## src/rtl/irq_seq_pkg.sv

```systemverilog
// Shared definitions for the interrupt sequencer: FSM state encoding,
// default vector stride and an id-width helper.
package irq_seq_pkg;

   typedef enum logic [1:0] {
      IDLE = 2'b00,
      REQ  = 2'b01,
      SERV = 2'b10
   } state_t;

   localparam int VEC_STR_DEF = 4;

   // Width of an index into n items; never less than one bit.
   function automatic int id_width(input int n);
      return (n > 1) ? $clog2(n) : 1;
   endfunction

endpackage

```

## src/rtl/irq_prio_enc.sv

```systemverilog
// Lowest-index-first priority encoder: valid=1 when any request is set,
// id = index of the lowest set request.
module irq_prio_enc
   import irq_seq_pkg::*;
#(
   parameter int N = 8
) (
   input  logic [N-1:0]              req,
   output logic                      valid,
   output logic [id_width(N)-1:0]    id
);

   localparam int IDW = id_width(N);

   always_comb begin
      valid = |req;
      id    = '0;
      for (int i = N - 1; i >= 0; i--) begin
         if (req[i]) begin
            id = IDW'(i);
         end
      end
   end

endmodule

```

## src/rtl/irq_sequencer.sv

```systemverilog
// Prioritised edge-triggered interrupt sequencer with irq_req/irq_ack handshake.
// Define IRQ_NEST_EN to allow higher-priority preemption through a DEPTH-entry id stack.
module irq_sequencer
   import irq_seq_pkg::*;
#(
   parameter int          NSRC     = 8,
   parameter logic [31:0] VEC_BASE = 32'h0000_0018,
   parameter int          VEC_STR  = VEC_STR_DEF,
   parameter int          DEPTH    = 4
) (
   input  logic                        clk,
   input  logic                        rst,
   input  logic [NSRC-1:0]             irq_in,
   input  logic                        mask_we,
   input  logic [NSRC-1:0]             mask_wdata,
   input  logic                        cpsr_i,
   input  logic                        irq_ack,
   input  logic                        eoi,
   output logic                        irq_req,
   output logic [31:0]                 irq_vec,
   output logic [id_width(NSRC)-1:0]   irq_id,
   output logic                        in_service,
   output logic [NSRC-1:0]             pending,
   output logic [NSRC-1:0]             mask
);

   localparam int IDW = id_width(NSRC);

   state_t            state_reg, state_next;
   logic [NSRC-1:0]   hist_reg, pending_reg, pending_next, mask_reg;
   logic [IDW-1:0]    id_reg, id_next;
   logic [31:0]       vec_reg, vec_next;
   logic              in_service_reg, in_service_next;
   logic [NSRC-1:0]   rise, clr, eligible;
   logic              elig_valid;
   logic [IDW-1:0]    winner;

   function automatic logic [31:0] vec_of(input logic [IDW-1:0] id);
      return VEC_BASE + 32'(id) * 32'(VEC_STR);
   endfunction

   // Fresh edges are eligible in the cycle they arrive, giving one-cycle request latency.
   assign rise     = irq_in & ~hist_reg;
   assign eligible = (pending_reg | rise) & ~mask_reg;

   irq_prio_enc #(.N(NSRC)) u_prio (
      .req   (eligible),
      .valid (elig_valid),
      .id    (winner)
   );

`ifdef IRQ_NEST_EN
   localparam int SPW = $clog2(DEPTH + 1);
   localparam int AW  = id_width(DEPTH);

   logic [IDW-1:0] stack_reg [DEPTH];
   logic [SPW-1:0] sp_reg;
   logic [IDW-1:0] serv_id_reg, serv_id_next;
   logic           push, pop;
   logic [AW-1:0]  top_idx, push_idx;

   assign top_idx  = AW'(sp_reg - 1'b1);
   assign push_idx = AW'(sp_reg);

   always_ff @(posedge clk) begin
      if (rst) begin
         sp_reg      <= '0;
         serv_id_reg <= '0;
         for (int i = 0; i < DEPTH; i++) begin
            stack_reg[i] <= '0;
         end
      end else begin
         serv_id_reg <= serv_id_next;
         if (push) begin
            stack_reg[push_idx] <= serv_id_reg;
            sp_reg              <= sp_reg + 1'b1;
         end else if (pop) begin
            sp_reg <= sp_reg - 1'b1;
         end
      end
   end
`else
   logic unused_depth;
   assign unused_depth = (DEPTH > 0);
`endif

   always_comb begin
      state_next      = state_reg;
      id_next         = id_reg;
      vec_next        = vec_reg;
      in_service_next = in_service_reg;
      clr             = '0;
`ifdef IRQ_NEST_EN
      serv_id_next    = serv_id_reg;
      push            = 1'b0;
      pop             = 1'b0;
`endif
      case (state_reg)
         IDLE: begin
            if (elig_valid && !cpsr_i) begin
               id_next    = winner;
               vec_next   = vec_of(winner);
               state_next = REQ;
            end
         end
         REQ: begin
            if (irq_ack) begin
               clr             = NSRC'(1) << id_reg;
               in_service_next = 1'b1;
               state_next      = SERV;
`ifdef IRQ_NEST_EN
               // A request raised while already in service is a preemption.
               push            = in_service_reg;
               serv_id_next    = id_reg;
`endif
            end
         end
         SERV: begin
`ifdef IRQ_NEST_EN
            if (eoi) begin
               if (sp_reg != '0) begin
                  pop          = 1'b1;
                  id_next      = stack_reg[top_idx];
                  vec_next     = vec_of(stack_reg[top_idx]);
                  serv_id_next = stack_reg[top_idx];
               end else begin
                  in_service_next = 1'b0;
                  state_next      = IDLE;
               end
            end else if (elig_valid && (winner < serv_id_reg) && (sp_reg != SPW'(DEPTH))) begin
               id_next    = winner;
               vec_next   = vec_of(winner);
               state_next = REQ;
            end
`else
            if (eoi) begin
               in_service_next = 1'b0;
               state_next      = IDLE;
            end
`endif
         end
         default: state_next = IDLE;
      endcase
   end

   // A new edge on the acknowledge cycle wins over the clear.
   assign pending_next = (pending_reg & ~clr) | rise;

   always_ff @(posedge clk) begin
      if (rst) begin
         state_reg      <= IDLE;
         hist_reg       <= irq_in;
         pending_reg    <= '0;
         mask_reg       <= '1;
         id_reg         <= '0;
         vec_reg        <= VEC_BASE;
         in_service_reg <= 1'b0;
      end else begin
         state_reg      <= state_next;
         hist_reg       <= irq_in;
         pending_reg    <= pending_next;
         id_reg         <= id_next;
         vec_reg        <= vec_next;
         in_service_reg <= in_service_next;
         if (mask_we) begin
            mask_reg <= mask_wdata;
         end
      end
   end

   assign irq_req    = (state_reg == REQ);
   assign irq_vec    = vec_reg;
   assign irq_id     = id_reg;
   assign in_service = in_service_reg;
   assign pending    = pending_reg;
   assign mask       = mask_reg;

endmodule
```

## config.mk

```make
export PLATFORM = sky130hd
export DESIGN_NAME = irq_sequencer
export DESIGN_NICKNAME = d
export VERILOG_FILES = /design/src/rtl/irq_seq_pkg.sv /design/src/rtl/irq_prio_enc.sv /design/src/rtl/irq_sequencer.sv
export SDC_FILE = /design/constraint.sdc
export NUM_CORES = 1
export LEC_CHECK = 0
export BUFFER_PORTS_ARGS = -buffer_cell sky130_fd_sc_hd__buf_4
export CORE_ASPECT_RATIO = 0.6
export CORE_MARGIN = 2
export CORE_UTILIZATION = 45
export DETAILED_ROUTE_END_ITERATION = 8
export GPL_TIMING_DRIVEN = 0
export PLACE_DENSITY = 0.75
export SLEW_MARGIN = 40
export SYNTH_ARGS = -nofsm -noshare
export SYNTH_HDL_FRONTEND = slang
export SYNTH_SLANG_ARGS = --single-unit
```

## constraint.sdc

```tcl
create_clock -name clk -period 3 [get_ports clk]
set_clock_uncertainty 0.15 [all_clocks]
set_input_delay 0 -clock clk [delete_from_list [all_inputs] [get_ports clk]]
set_output_delay 0 -clock clk [all_outputs]
set_load 0.02 [all_outputs]
```

Yosys cells after proc, flatten, opt, wreduce, memory -nomap -nowiden
Cells that the tools add are included.
{"block": "word_totals", "regBits": 62, "output_inout_bits": 53, "elab_cells": 47}
{"block": "op_classes", "addsub": 1, "n_eq_ne": 5, "shift": 1, "n_mux": 17, "bitwise": 8, "n_reduce_logical": 8}
{"operator": "$and 8x8->8", "n": 3}
{"operator": "$mux 3", "n": 8}
{"operator": "$not 8->8", "n": 3}
{"operator": "$mux 8", "n": 2}
{"operator": "$or 8x8->8", "n": 2}
{"operator": "$reduce_or 8->1", "n": 1}
{"operator": "$shl 1x3->8 const A", "n": 1}
{"operator": "$add 5x5->6 const A", "n": 1}
{"operator": "$mux 2", "n": 3}
{"operator": "$ne 2x2->1 const B", "n": 3}
{"operator": "$pmux 2 s3", "n": 1}
{"operator": "$reduce_and 3->1", "n": 2}
{"operator": "$eq 2x1->1 const B", "n": 1}
{"operator": "$eq 2x2->1 const B", "n": 1}
{"operator": "$logic_not 2->1", "n": 1}
{"operator": "$mux 1", "n": 2}
{"operator": "$pmux 1 s2", "n": 1}
{"operator": "$reduce_and 2->1", "n": 1}
{"operator": "$reduce_bool 2->1", "n": 1}
{"operator": "$logic_and 1x1->1", "n": 1}
{"operator": "$logic_not 1->1", "n": 1}

Depth between registers and ports, before layout
Gate-level depths: netlist (run 1).
{"block": "logic_depth", "word_depth": 13, "mapped_depth": 7, "ltp_nobuf": 7}

Hierarchy
A second synthesis (run 1) with hierarchy kept.
{"block": "hier_totals", "cells_unflattened": 169, "hier_area_um2": 1507.7}
{"mod": "irq_sequencer", "n_inst": 1, "cells_per_inst": 156, "area_each_um2": 1426.4}
{"mod": "irq_prio_enc", "n_inst": 1, "cells_per_inst": 13, "area_each_um2": 81.3}

Worst setup path after synthesis (run 1)
Ideal clock, no wire load.
{"block": "synth_path", "kind": "flip-flop to flip-flop", "startpoint": "register mask_reg[2], in the netlist mask[2]", "endpoint": "register vec_reg[4], in the netlist irq_vec[4]", "arrival_ns": 1.808, "path_slack_ns": 0.970, "stages_incl_launch_ff": 7, "n_path_buf": 0, "period_less_slack_ns": 2.030, "path_cell_list": "dfxtp_1 a21oi_1 or4_4 or2b_1 ha_1 nor2b_1 mux2i_1"}
{"block": "synth_between", "elab_chain_len": 6, "elab_cells_between_ends": 9, "cone_classes": "1 x add/sub; 3 x mux; 2 x bitwise; 3 x reduce/logical"}
{"item": "start: declaration", "line": "irq_sequencer.sv:30", "rtl": "logic [NSRC-1:0] hist_reg, pending_reg, pending_next, mask_reg;"}
{"item": "start signal: assignment", "line": "irq_sequencer.sv:166", "rtl": "mask_reg <= mask_wdata;"}
{"item": "$not 8->8 *", "line": "irq_sequencer.sv:44", "rtl": "assign eligible = (pending_reg | rise) & ~mask_reg;"}
{"item": "$and 8x8->8 *", "line": "irq_sequencer.sv:44"}
{"item": "$mux 3 (3 in series)", "line": "irq_prio_enc.sv:19", "rtl": "if (req[i]) begin"}
{"item": "$add 5x5->6", "line": "irq_sequencer.sv:39", "rtl": "return VEC_BASE + 32'(id) * 32'(VEC_STR);"}
{"item": "end signal: assignment", "line": "irq_sequencer.sv:163", "rtl": "vec_reg <= vec_next;"}
{"item": "end: declaration", "line": "irq_sequencer.sv:32", "rtl": "logic [31:0] vec_reg, vec_next;"}
Every way passes the cells marked *; elsewhere a longest branch is shown, timed or not.
A chain may end at the register's enable or synchronous reset.

Worst setup path after layout (run 1)
{"block": "layout_path", "startpoint": "input port irq_in[2]", "endpoint": "register vec_reg[4], in the netlist irq_vec[4]"}
{"block": "layout_between", "elab_chain_len": 7, "elab_cells_between_ends": 10, "cone_classes": "1 x add/sub; 3 x mux; 3 x bitwise; 3 x reduce/logical"}
{"item": "start: declaration", "line": "irq_sequencer.sv:13", "rtl": "input logic [NSRC-1:0] irq_in,"}
{"item": "$and 8x8->8 *", "line": "irq_sequencer.sv:43", "rtl": "assign rise = irq_in & ~hist_reg;"}
{"item": "$or 8x8->8 *", "line": "irq_sequencer.sv:44"}
{"item": "$and 8x8->8 *", "line": "irq_sequencer.sv:44"}
{"item": "$mux 3 (3 in series)", "line": "irq_prio_enc.sv:19"}
{"item": "$add 5x5->6", "line": "irq_sequencer.sv:39"}
Marked as above.

==> results of run 1 <==
## cells by family after synthesis
| kind of cell | Yosys count |
|---|---|
| AOI/OAI and AO/OA | 42 |
| adders and majority gates | 1 |
| buffers and inverters | 41 |
| DFF | 33 |
| muxes | 11 |
| other | 1 |
| and+or+nand+nor | 44 |
## synthesized netlist by cell type, types with 2 or more instances
| cell | instances |
|---|---|
| o21a_1 | 3 |
| a211oi_1 | 2 |
| mux2i_1 | 9 |
| or4_4 | 2 |
| nand2b_1 | 8 |
| dfxtp_1 | 33 |
| a21oi_1 | 17 |
| o21bai_1 | 2 |
| a21oi_2 | 2 |
| clkbuf_1 | 3 |
| inv_1 | 8 |
| buf_4 | 29 |
| o21ai_0 | 6 |
| mux2_4 | 2 |
| o211ai_1 | 2 |
| nand2_1 | 11 |
| o31ai_1 | 2 |
| nor2_1 | 9 |
| nand2b_2 | 3 |
| nor2b_1 | 5 |
## cell usage in the layout, fill, tap and decap left out, types with 2 or more instances in the layout
cell type,count
a211oi_1,2
a21oi_1,17
a21oi_2,2
buf_4,74
clkbuf_1,4
clkbuf_8,6
conb_1,28
dfxtp_1,33
dlygate4sd3_1,19
inv_1,8
mux2_4,2
mux2i_1,9
nand2_1,11
nand2b_1,8
nand2b_2,3
nor2_1,9
nor2b_1,5
o211ai_1,2
o21a_1,3
o21ai_0,6
o21bai_1,2
o31ai_1,2
or4_4,2
## final cells by class
| class | instances | share of cell area |
|---|---|---|
| multi-input cells | 126 | 0.324 |
| flip-flops and latches | 33 | 0.280 |
| repair buffers | 64 | 0.224 |
| plain buffers | 32 | 0.0971 |
| clock buffers | 7 | 0.0366 |
| well taps | 45 | 0.0239 |
| inverters | 9 | 0.0143 |
## report_power, final
group          leakage, nW  switching [W]  internal (W)  total (W)
Sequential           0.274      0.0000233      0.000468   0.000491
Combinational        0.817       0.000139      0.000135   0.000273
Clock               0.0443       0.000145      0.000182   0.000326
Total                 1.13       0.000307      0.000784    0.00109
## metrics by stage
step	cell area (um2)	total power [W]	util	hold WS (ps)	cells
finish	2360	0.00109	0.714	15.2	316
global placement	2080	0.000748	0.630	-33.4	290
floorplan	1690	0.000671	-	-122	200
CTS	2360	0.00109	0.714	1.58	316
global route	2360	0.00115	0.714	30.6	316
detailed placement	2080	0.000750	0.630	-31.8	290
## routing by layer
metal	global-route usage	part of all wire	vias up	wire, um
met5	0	0	-	0
li1	-	-	723	-
met1	0.261	0.50	596	1880
met4	0.0791	0.014	0	53
met2	0.286	0.41	55	1550
met3	0.0641	0.070	7	263
## worst max-delay path: cells and delay by family
family                     cells  cell delay (ps)
and+or+nand+nor                4             1040
AOI/OAI and AO/OA              1              110
adders and majority gates      1              260
buffers and inverters          2              680
muxes                          1              130
## worst paths after layout
path | startpoint | slack [ps] | to
worst max register to register | hist_reg[2]$_DFF_P_ | 900 | irq_vec[4]$_SDFFE_PP1P_
worst min-delay path | cpsr_i | 20 | state_reg[0]$_SDFFE_PP0P_
worst min register to register | pending[4]$_SDFF_PP0_ | 350 | pending[4]$_SDFF_PP0_
worst max-delay path | irq_in[2] | 830 | irq_vec[4]$_SDFFE_PP1P_
## timing repair
action                    in CTS  in global routing
resized for setup              0                  0
hold endpoints to repair      29                  0
hold buffers                  19                  0
==> results, run 1 <==
- Compared with the post-synthesis result, the final layout area differs by 48.7%.
- The pre-CTS setup slack is 926 ps.
- The HPWL after detailed placement is 2780 um.
- The parity-gate share of the synthesized area counting xor and xnor cells is 0.
- The number of pins exceeding their max-slew limit in the final report is 0.
- STA classifies the critical path startpoint as an input pin.
- TritonCTS built the clock tree.
- Along the worst path, the maximum fanout reaches 4.
- Summed over all layers, the routed wires come to 3750 um.
- The number of synthesis warnings is 0.
- The synthesized design spends more area on one cell type than any other, namely dfxtp_1.
- Of the post-synthesis cell area, the dominant cell type holds 0.416.
- The path depth of the worst reg2reg path is 7.
- The initial antenna violation count came to 0.
- The biggest cell delay along the critical path is just under 600 ps.
- The final layout net count is 294.
- For this block, the via count after detailed routing is 1381.
- In this run, CTS created clock tree buffers numbering 5.
- The core region is 0.00330 mm2.
- The first detailed-routing pass ran for 4 iterations.
- The number of hold violations in the final report is 0.
- The congestion estimate from routability-driven global placement came to around 0.77.
- The die footprint is 0.00403 mm2.
- The actual transition at the worst max-transition pin is 684 ps.
- The chip width is 80.7 um.
- The clock slew seen by the registers of the worst setup and hold paths is 60 ps.
- The count of endpoints failing setup in the final report is 0.
- 75 I/O pins were placed.
- After detailed routing, the number of remaining DRC violations is 0.
- Adding up every negative setup slack in the final design gives 0 ps.
- The predominant post-synthesis flop cell is dfxtp_1.
- Summed over all layers, the global routing overflow is 0.
- The async set-or-reset flop fraction in the synthesized netlist is 0.
- The wire length of the first global-routing pass is 5800 um.
- Static timing analysis puts the maximum clock frequency at 0.460 GHz.
- The compound-gate portion of the synthesized area is 0.174.
- In this run the power density over the cells is 462 mW/mm2.
- Entering global routing, the biggest net connects 11 pins.
- The multi-input combinational cells in the finished layout cover a total of 764 um2.
- The synthesized instance count is 173.
- The fraction of the yosys area taken by sequential cells is 0.416.
- The die outline height is 50.0 um.
- During placement, the flow inserted port buffers numbering 45.
- The initial detailed-routing violation count is 45.
- The worst setup path is captured at a flip-flop.
- The total standard cell area after synthesis is 0.00159 mm2.
- Setup repair after global routing left no endpoint under its margin.
- The number of nets with antenna violations after detailed routing is 0.
- The required time reported for the critical path endpoint is roughly 3000 ps.
- The clock insertion delay at the later pin of the skew report is 280 ps.
- The static power due to leakage is 1.13 nW.
- The number of rows in the core area is 16.
- The peak supply drop is 0.292 mV.
- The type of the tightest min-delay check is input pin to flip-flop.
- The count of cells along the worst hold path is 4.
- The root buffer cell chosen for the clock tree is clkbuf_8.
- The routed via count divided by cell count is 4.37.
- The main combinational cell family by area after synthesis is compound AO/OA/AOI/OAI gates.
- The flow ran to the end, and the final reports show no timing, DRC or antenna violations.
- The proportion of synthesized area in mux cells is 0.0757.
- The number of max-cap violations is 0.
- The critical path goes through dlygate4sd3_1 -> buf_4 -> nand2b_2 -> a21oi_1 -> or4_4 -> or2b_1 -> ha_1 -> nor2b_1 -> mux2i_1.
- The fraction of final layout cells sized beyond drive strength 1 is 0.339.
- Of the available clock period, the critical path in the final layout requires 0.724.
- The post-synthesis simple-gate area fraction is 0.159.
- The wire length per cell is 11.9 um.
- The number of antenna diodes is 0.
- The post-synthesis adder-cell area fraction is 0.00789.
- The clock tree synthesis step divided the H-tree into 2 levels.
- The worst path meets setup with about 830 ps of slack.
- The worst setup path category is input pin to flip-flop.
- The buffer levels on the longest clock path is 2.
- The number of distinct library cells after synthesis is 35.
- The number of flip-flops and latches in the synthesized netlist is 33.
- The initial core utilization is 0.480.
- The mean area per synthesized cell is 9.17 um2.
- The time the final worst path needs with I/O delays and setup is around 2200 ps.
- The worst-case headroom to the max-slew limit is 0.541.
- In this run, synthesis inferred 0 flip-flops with an integrated enable.
- The number of global-route vias before repair came to roughly 1200.
- After filler insertion, the fill cell instance count of the layout stands at between 200 and 300.
- For the worst setup path, the data arrival time is 2230 ps.
- After synthesis, the cell types taking the most area are dfxtp_1 42%, buf_4 14%, mux2i_1 5.7%.
- The total clock sinks is 33.
- The number of buffers added for setup after CTS is 0.
- The footprint of the flip-flops and latches is roughly 660 um2.
- For this design, the slowest cell found on the critical path is or4_4.
- Across every metal layer, demand over resource in global routing totals 0.194.
Note: power is estimated with default switching activity, not from simulation.
==> run 2: changes to the inputs <==
- CORE_UTILIZATION: 45 -> 41
- PLACE_DENSITY: 0.75 -> 0.72
- clock period: 3 -> 1.95 ns (I/O delays scaled with it)
==> results, run 2 (same netlist as run 1, synthesis figures left out) <==
- The die outline height is 52.2 um (+4.4%).
- The total global-route track usage is 0.185 (-0.00969).
- The smallest clock period supported by the final layout is computed as 1990 ps.
- The fraction of final layout cells sized beyond drive strength 1 is 0.414 (+0.0746).
- Relative to the synthesized area, the layout overhead comes to 60.6%.
- The count of endpoints failing setup in the final report came to 3 (+3).
- In the layout the commonest cells are 80 x buf_4, 28 x conb_1, 26 x dlygate4sd3_1.
- The number of cells on the critical path is 7 (-2).
- The slowest stage of the critical path is the or4_4 cell.
- The number of max-cap violations came to 0 (unchanged).
- The wire length per cell came to 11.6 um (-2.2%).
- The wire length of the first global-routing pass is 6060 um (+4.5%).
- The chip width was 84.3 um (+4.5%).
- The detailed-routed wire length on met3 is 362 um (+38%).
- The kind of cell with the highest combined delay along the critical path is simple AND/OR/NAND/NOR gates.
- The number of rows in the core area is 17 (+1).
- The flow ran to the end, but the final reports show violations.
- The total clock sinks came to 33 (unchanged).
- The total length of routed met2 wires is 1580 um (+2.3%).
- The number of antenna diodes is 0 (unchanged).
- The actual transition at the worst max-transition pin is 622 ps (-61.4 ps).
- The buffer levels on the longest clock path is 2 (unchanged).
- The portion of the clock cycle consumed by the worst path in the final layout is 1.02.
- The number of global-route vias before repair is 1284 (+3.4%).
- The static power due to leakage was 1.21 nW (+6.8%).
- The largest fanout of any net on the critical path was 2 (-2).
- The area of the placeable core came to 0.00368 mm2 (+11%).
- The total routed wirelength was 3850 um (+2.8%).
- The clock insertion delay at the later pin of the skew report came to 290 ps (about the same).
- The top-level I/O count was 75 (unchanged).
- The die footprint is 0.00440 mm2 (+9.1%).
- The type of the tightest min-delay check is input pin to flip-flop.
- The sum of buffers and inverters on the critical path is 0 (-2).
- The number of H-tree levels is 2 (unchanged).
- The maximum number of pins on one net before global-route repair is 11 (unchanged).
- The worst setup path is launched from a flip-flop.
- The master cell of the clock root buffer is clkbuf_8.
- The final routed DRC violation total is 0 (unchanged).
- The weighted congestion reported at the end of routability-driven placement is 0.801 (+4.6%).
- The clock tree from TritonCTS is done.
- The required time reported for the critical path endpoint is 2020 ps (-1040 ps).
- The detailed-route wire length on metal 1 is 1850 um (-1.5%).
- The initial detailed-routing violation count was 55 (+22%).
- The worst path arrival time was 2070 ps (-160 ps).
- The worst-case headroom to the max-slew limit came to 0.575 (+0.0337).
- The capturing element type of the critical path is a flip-flop.
- The total CTS buffers came to 5 (unchanged).
- The worst hold margin is 85.1 ps (+69.9 ps).
- The biggest cell delay along the critical path is 530 ps (-60 ps).
- The checks that failed: setup timing.
- The initial core utilization is 0.431 (-0.0492).
- The routed via count is 1468 (+6.3%).
- The worst setup path category is flip-flop to flip-flop.
- The final HPWL from detailed placement is 2720 um (-2.4%).
- The final layout net count is 307 (+4.4%).
- Static timing analysis puts the maximum clock frequency at 0.502 GHz.
- The remaining global-route overflow was 0 (unchanged).
- The worst setup margin is -41.9 ps (-870 ps).
- The number of hold violations in the final report came to 0 (unchanged).
- The number of buffers added on ports is 45 (unchanged).
- The clock slew seen by the registers of the worst setup and hold paths is 70 ps (about the same).
- The routed via count divided by cell count is 4.42 (+1.2%).
- The count of cells along the worst hold path is 3 (-1).
- The path depth of the worst reg2reg path is 7 (unchanged).
- The initial antenna violation count is 0 (unchanged).
- The power density over the cells came to 676 mW/mm2 (+46%).
- The number of detailed-routing iterations run before antenna repair is 4 (unchanged).
- Setup repair after global routing could not meet its margin everywhere.
- The detailed router used layers up to and including met4.
- The total negative slack is -70.8 ps (-70.8 ps).
- The number of pins exceeding their max-slew limit in the final report was 0 (unchanged).
- The leading cell type in the layout, fill and taps excluded is buf_4.
- The critical path goes through nand2b_4 -> a21oi_4 -> or4_4 -> or2b_1 -> ha_1 -> nor2b_1 -> mux2i_1.
- The number of nets with antenna violations after detailed routing is 0 (unchanged).
- The peak supply drop was 0.417 mV (+43%).
[run 2: cell count changes in the layout (fill, tap and decap cells not counted), moves of 3 or more]
cell           before  now
nand2b_4            0    4
a21oi_1            17   12
a21oi_2             2    5
nand2b_1            8    5
dlygate4sd3_1      19   26
buf_4              74   80
dfxtp_1            33   24
dfxtp_2             0    8
[run 2: layout make-up]
type,count,area [um2]
clock buffers,6,72.6
multi-input cells,126,826
inverters,9,33.8
plain buffers,32,229
clock inverters,2,10.0
flip-flops and latches,33,674
fillers,286,1130
well taps,47,58.8
repair buffers,77,643
[run 2: power by group]
part           internal [W]  switching (W)  total [W]
clock              0.000247       0.000255   0.000502
combinational      0.000237       0.000223   0.000461
sequential         0.000721      0.0000386   0.000759
[run 2: stage by stage]
| stage | power (W) | cell area (um2) | utilization | std cells | worst slack, ps |
|---|---|---|---|---|---|
| final | 0.00172 | 2550 | 0.692 | 332 | -41.9 |
| after global routing | 0.00181 | 2550 | 0.692 | 332 | -143 |
| after CTS | 0.00172 | 2520 | 0.685 | 332 | -42.6 |
| after detailed placement | 0.00116 | 2100 | 0.571 | 292 | -106 |
| after global placement | 0.00115 | 2100 | 0.571 | 292 | -107 |
| after floorplan | 0.00103 | 1710 | - | 200 | -8.52 |
[run 2: layer usage]
layer	up-vias	global-route usage
met1	651	0.252
met5	-	0
met4	0	0.0860
met2	62	0.261
li1	748	-
met3	7	0.0646
[run 2: repair_timing]
action,4_1_cts,5_1_grt
pin swaps,3,2
hold endpoints to repair,30,0
buffers inserted,6,0
hold buffers,26,0
endpoints found under the setup margin,3,6
gates resized for setup,6,8
[run 2: path summary, 6_finish.rpt]
kind	startpoint	to	slack [ps]
worst max-delay path	hist_reg[3]$_DFF_P_	irq_vec[4]$_SDFFE_PP1P_	-40
worst min-delay path	rst	irq_id[2]$_SDFFE_PP0P_	90
worst max register to register	hist_reg[3]$_DFF_P_	irq_vec[4]$_SDFFE_PP1P_	-40
worst min register to register	pending[7]$_SDFF_PP0_	pending[7]$_SDFF_PP0_	340
[run 2: worst register-to-register path, stage by stage, from the launching register on]
cell and delay, ps:
dfxtp_1 310, nand2b_4 120, a21oi_4 60, or4_4 530, or2b_1 240, ha_1 270
nor2b_1 130, mux2i_1 120
